## config.mk

```make
export PLATFORM = sky130hd
export DESIGN_NAME = rca_seq_addsub
export DESIGN_NICKNAME = d
export VERILOG_FILES = /design/src/rtl/rca_pkg.sv /design/src/rtl/rca_chunk.sv /design/src/rtl/rca_seq_addsub.sv
export SDC_FILE = /design/constraint.sdc
export NUM_CORES = 1
export LEC_CHECK = 0
export BUFFER_PORTS_ARGS = -buffer_cell sky130_fd_sc_hd__buf_2
export CAP_MARGIN = 20
export CELL_PAD_IN_SITES_DETAIL_PLACEMENT = 1
export CELL_PAD_IN_SITES_GLOBAL_PLACEMENT = 1
export CORE_MARGIN = 2
export CORE_UTILIZATION = 25
export DETAILED_ROUTE_END_ITERATION = 8
export PLACE_DENSITY_LB_ADDON = 0.1
export SLEW_MARGIN = 20
export SYNTH_ARGS = -nofsm -noshare
export SYNTH_HDL_FRONTEND = slang
export SYNTH_SLANG_ARGS = --single-unit
```

## constraint.sdc

```tcl
create_clock -name clk -period 3.5 [get_ports clk]
set_input_delay 0.35 -clock clk [delete_from_list [all_inputs] [get_ports clk]]
set_output_delay 0.35 -clock clk [all_outputs]
set_load 0.01 [all_outputs]
```

## src/rtl/rca_pkg.sv

```systemverilog
// Shared types and helpers for the sequential ripple-carry adder/subtractor.
// Optional saturation on signed overflow is enabled by defining RCA_SAT_EN.
package rca_pkg;

    typedef enum logic [1:0] {
        IDLE = 2'b00,
        RUN  = 2'b01,
        DONE = 2'b10
    } rca_state_t;

    localparam logic RCA_ADD = 1'b0;
    localparam logic RCA_SUB = 1'b1;

    function automatic int rca_nchunk(input int width, input int chunk);
        return width / chunk;
    endfunction

    function automatic int rca_idx_w(input int nchunk);
        return (nchunk > 1) ? $clog2(nchunk) : 1;
    endfunction

endpackage

```

## src/rtl/rca_chunk.sv

```systemverilog
// Combinational CHUNK-bit ripple chain of full adders.
// Also exposes the carry into the top bit for overflow detection.
module rca_chunk #(
    parameter int CHUNK = 4
) (
    input  logic [CHUNK-1:0] a_chunk,
    input  logic [CHUNK-1:0] b_chunk,
    input  logic             cin,
    output logic [CHUNK-1:0] s_chunk,
    output logic             cout,
    output logic             c_msb_in
);

    logic [CHUNK:0] c;

    always_comb begin
        c       = '0;
        s_chunk = '0;
        c[0]    = cin;
        for (int i = 0; i < CHUNK; i++) begin
            s_chunk[i] = a_chunk[i] ^ b_chunk[i] ^ c[i];
            c[i+1]     = (a_chunk[i] & b_chunk[i]) |
                         (c[i] & (a_chunk[i] ^ b_chunk[i]));
        end
    end

    assign cout     = c[CHUNK];
    assign c_msb_in = c[CHUNK-1];

endmodule

```

## src/rtl/rca_seq_addsub.sv

```systemverilog
// Multi-cycle ripple-carry add/sub, CHUNK bits per clock, valid/ready on both sides.
// Define RCA_SAT_EN to saturate the result on signed overflow.
module rca_seq_addsub
    import rca_pkg::*;
#(
    parameter int WIDTH = 16,
    parameter int CHUNK = 4
) (
    input  logic             clk,
    input  logic             rst,
    input  logic             in_valid,
    output logic             in_ready,
    input  logic [WIDTH-1:0] a,
    input  logic [WIDTH-1:0] b,
    input  logic             sub,
    output logic             out_valid,
    input  logic             out_ready,
    output logic [WIDTH-1:0] sum,
    output logic             cout,
    output logic             ovf
);

    localparam int NCH = rca_nchunk(WIDTH, CHUNK);
    localparam int IW  = rca_idx_w(NCH);

    rca_state_t state_q, state_d;

    logic [WIDTH-1:0] a_q, b_q, sum_q, sum_d, sum_fin;
    logic [IW-1:0]    idx_q;
    logic             carry_q, cout_q, ovf_q;
    logic [CHUNK-1:0] a_ch, b_ch, s_ch;
    logic             co, cm, last;

    assign a_ch = a_q[idx_q*CHUNK +: CHUNK];
    assign b_ch = b_q[idx_q*CHUNK +: CHUNK];
    assign last = (idx_q == IW'(NCH - 1));

    rca_chunk #(.CHUNK(CHUNK)) u_chunk (
        .a_chunk  (a_ch),
        .b_chunk  (b_ch),
        .cin      (carry_q),
        .s_chunk  (s_ch),
        .cout     (co),
        .c_msb_in (cm)
    );

    always_comb begin
        sum_d = sum_q;
        sum_d[idx_q*CHUNK +: CHUNK] = s_ch;
`ifdef RCA_SAT_EN
        // Overflow sign follows A: positive A can only overflow upward.
        if (co ^ cm)
            sum_fin = {a_q[WIDTH-1], {(WIDTH-1){~a_q[WIDTH-1]}}};
        else
            sum_fin = sum_d;
`else
        sum_fin = sum_d;
`endif
    end

    always_ff @(posedge clk) begin
        if (rst)
            state_q <= IDLE;
        else
            state_q <= state_d;
    end

    always_comb begin
        state_d = state_q;
        unique case (state_q)
            IDLE:    if (in_valid) state_d = RUN;
            RUN:     if (last) state_d = DONE;
            DONE:    if (out_ready) state_d = IDLE;
            default: state_d = IDLE;
        endcase
    end

    always_ff @(posedge clk) begin
        if (rst) begin
            a_q     <= '0;
            b_q     <= '0;
            sum_q   <= '0;
            idx_q   <= '0;
            carry_q <= 1'b0;
            cout_q  <= 1'b0;
            ovf_q   <= 1'b0;
        end else begin
            if (state_q == IDLE && in_valid) begin
                a_q     <= a;
                b_q     <= b ^ {WIDTH{sub}};
                carry_q <= (sub == RCA_SUB);
                idx_q   <= '0;
                sum_q   <= '0;
            end else if (state_q == RUN) begin
                sum_q   <= last ? sum_fin : sum_d;
                carry_q <= co;
                idx_q   <= idx_q + IW'(1);
                if (last) begin
                    cout_q <= co;
                    ovf_q  <= co ^ cm;
                end
            end
        end
    end

    assign in_ready  = (state_q == IDLE);
    assign out_valid = (state_q == DONE);
    assign sum       = sum_q;
    assign cout      = cout_q;
    assign ovf       = ovf_q;

endmodule

```

==> qor.csv <==
metric;value;unit
outcome;completed;
total grt overflow;0;
cell chain of the critical path;mux4_2 > inv_1 > fa_1 > fa_1 > inv_1 > fa_1 > fa_1 > nand4_1 > a21oi_1;
CP Max Fanout;7;
Leakage;1.24;nW
warning count from the yosys run;0;
clk_lat worst skew;0.31;ns
drt total wl;6580;um
gpl congestion;0.711;
Cell Rows;37;
vias in the first global route;2145;
Layout Cells excl Fill;453;
pwr dens;414;nW/um^2
Crit-path slowest cell;fa_1;
CP most frequent cell;fa_1;
Yosys top cell by area;dfxtp_1;
CTS tree;built;
Fill cells;1240;
asr flop ratio synth;0;%
Clock Tree Buf Depth;2;
IO Count;57;
Synth Area in XOR/XNOR;6.00;%
Post-CTS Setup Repair Bufs;0;
CP endpoint;sum[7];
complex-gate fraction of the synthesized area;9.19;%
drt first pass iters;4;
number of hold violations in the final report;0;
die area;11300;sq um
Mapped Area;2630;sq um
Slew HR;49.4;%
Post-synth top flop;dfxtp_1;
Post-synth EDFFs;0;
count leader, synth;dfxtp_1;
Setup Viol. Count Final;0;
Setup WS pre-CTS;0.505;ns
worst endpoint data arrival time;3.20;ns
drt drc;0;
largest net degree at the start of global routing;39;
CTS sink count;55;
synth-to-layout area growth;18.6;%
drt wl/cell;14.5;um
final worst setup slack;0.534;ns
die width;107;um
reg-to-reg setup timing slack;0.53;ns
r2r worst-path depth;9;
crit path buf inv count;2;
largest family of logic cells by synthesized area;simple AND/OR/NAND/NOR gates;
Cells after Synth;267;
clk_skew;0.00886;ns
Cell variety after synth;31;
RR Startpoint;idx_q[0];
slew at the pin with the worst max-slew slack;0.757;ns
Worst setup EP type;flop;
final non-filler cell area;3120;sq um
critical path depth in cells;9;
ANT cells;0;
Post-Synth Adder-Cell Area;5.90;%
Syn Area/Cell;9.84;sq um
initial antenna violation count;0;
CP Data Required Time;3.73;ns
syn_nets;314;
H-Tree Depth;2;
# placed instances;445;
GRT Resource Usage Total;12.2;%
crit start category;flop;
Synth Area in Simple Gates;18.4;%
Max Slew Vio Count;0;
share of cells above drive strength 1;25.2;%
post-layout min period;2.97;ns
Initial Util;25.6;%
antenna-violating nets left;0;
TritonCTS buffer count;5;
fmax;337;MHz
post_cts resized;0;
hold buffer count at cts;0;
FF+latch count, synth;55;
IO buf count;56;
detailed router's first-iteration violation count;59;
max-cap violation count;0;
worst setup path class;flop to flop;
Sum Neg Setup Slack;0;ns
ranking of synthesized cells by area;dfxtp_1 (42%), mux4_2 (6.9%), mux2i_1 (6.5%);
core area;10300;sq um
crit path from;idx_q[0];
placed cell area;3020;sq um
drt via density;4.41;
synth cell count leaders;dfxtp_1 (55), nor2_1 (39), a21oi_1 (22);
chip height;107;um
DPL Wire Length;4910;um
overall power;1.29;mW
crit share post-route;84.7;%
root buf cell;clkbuf_8;
critical path's top delay family;adder cells;
final hold slack;0.278;ns
register area share after synthesis;41.9;%
Synth top area share;41.9;%
Critical Path Max Stage Delay;0.63;ns
Layout Nets;363;
first-pass GRT wire length;10900;um
min-delay worst type;input port to flop;
R2R Path End;sum[7];
post-route core utilization;30.3;%
Via Count;1996;
mux contribution to synthesized area;13.3;%
RSZ-0062 raised after global routing;false;
Max VDD drop;0.147;mV
clk slew on worst S/H paths;0.10;ns
==> worst register-to-register path, delay by kind of cell (launching register included) <==
family                   cells  cell delay (ns)
adder cells (fa/ha/maj)      4             1.40
AND/OR/NAND/NOR              1             0.13
buffers and inverters        2             0.14
multiplexers                 1             0.55
AO/OA/AOI/OAI                1             0.15
flip-flops                   1             0.54
==> cells by family after synthesis <==
| kind of cell | Yosys count |
|---|---|
| AO/OA/AOI/OAI | 39 |
| flip-flops | 55 |
| multiplexers | 25 |
| buffers and inverters | 29 |
| XOR/XNOR | 18 |
| adder cells (fa/ha/maj) | 10 |
| AND/OR/NAND/NOR | 91 |
==> state kept, by name, indices dropped and copies added, names as in the netlist <==
signal	count
idx_q	2
cout	1
carry_q	1
ovf	1
state_q	2
a_q	16
sum	16
b_q	16
==> final cells by class <==
cell class,instances,area [sq um],area share [%]
Inverter,10,37.5,1.20
Clock buffer,7,86.3,2.77
Multi-Input combinational cell,183,1390,44.7
Tap cell,136,170,5.46
Clock inverter,1,8.76,0.281
Sequential cell,55,1100,35.3
Timing Repair Buffer,61,318,10.2
==> layer usage <==
layer	up-vias	GRT usage, %	wire length (um)
met1	934	15.5	3020
met2	33	21.2	3260
li1	1027	-	-
met3	2	2.70	253
met5	-	0	0
met4	0	2.78	43
==> how the worst min path moves through the flow <==
stage	cells past startpoint	slack [ns]	endpoint	from
2_1_floorplan	2	0.45	a_q[6]	a_q[6]
4_1_cts	3	0.27	a_q[10]	a[10]
6_report	3	0.28	a_q[2]	a[2]
3_3_place_gp	2	0.44	sum[0]	sum[0]
3_5_place_dp	2	0.45	sum[10]	sum[10]
5_1_grt	3	0.27	a_q[14]	a[14]
==> placed cells by master (no fill, tap or decap) <==
cell      Yosys  layout
or2_1         1       1
clkbuf_8      0       6
xnor2_1      17      17
mux2i_1      17      17
o221a_1       1       1
nand4_1       8       8
nand3b_1      4       4
nand3b_4      1       1
nand3_1       1       1
nor3b_1       1       1
nor2b_1       5       5
a211oi_1     16      16
mux4_2        8       8
dfxtp_1      55      55
inv_2         1       1
clkinv_4      0       1
nor3_1        1       1
buf_2         9      56
inv_1         9       9
nand4b_1      4       4
nand2b_1      2       2
nor2_1       39      39
nand2_1      17      17
and3b_1       1       1
fa_1          4       4
clkbuf_1      5       1
ha_1          6       6
nor3b_4       1       2
a21oi_1      22      22
or4_1         4       4
buf_4         5       5
xor2_1        1       1
==> report_power, final <==
part	leakage, nW	switching (mW)	total, mW	internal (mW)
Clock	0.0484	0.214	0.377	0.163
Sequential	0.450	0.0278	0.688	0.660
Combinational	0.737	0.120	0.226	0.107
Note: power is estimated with default switching activity, not from simulation.
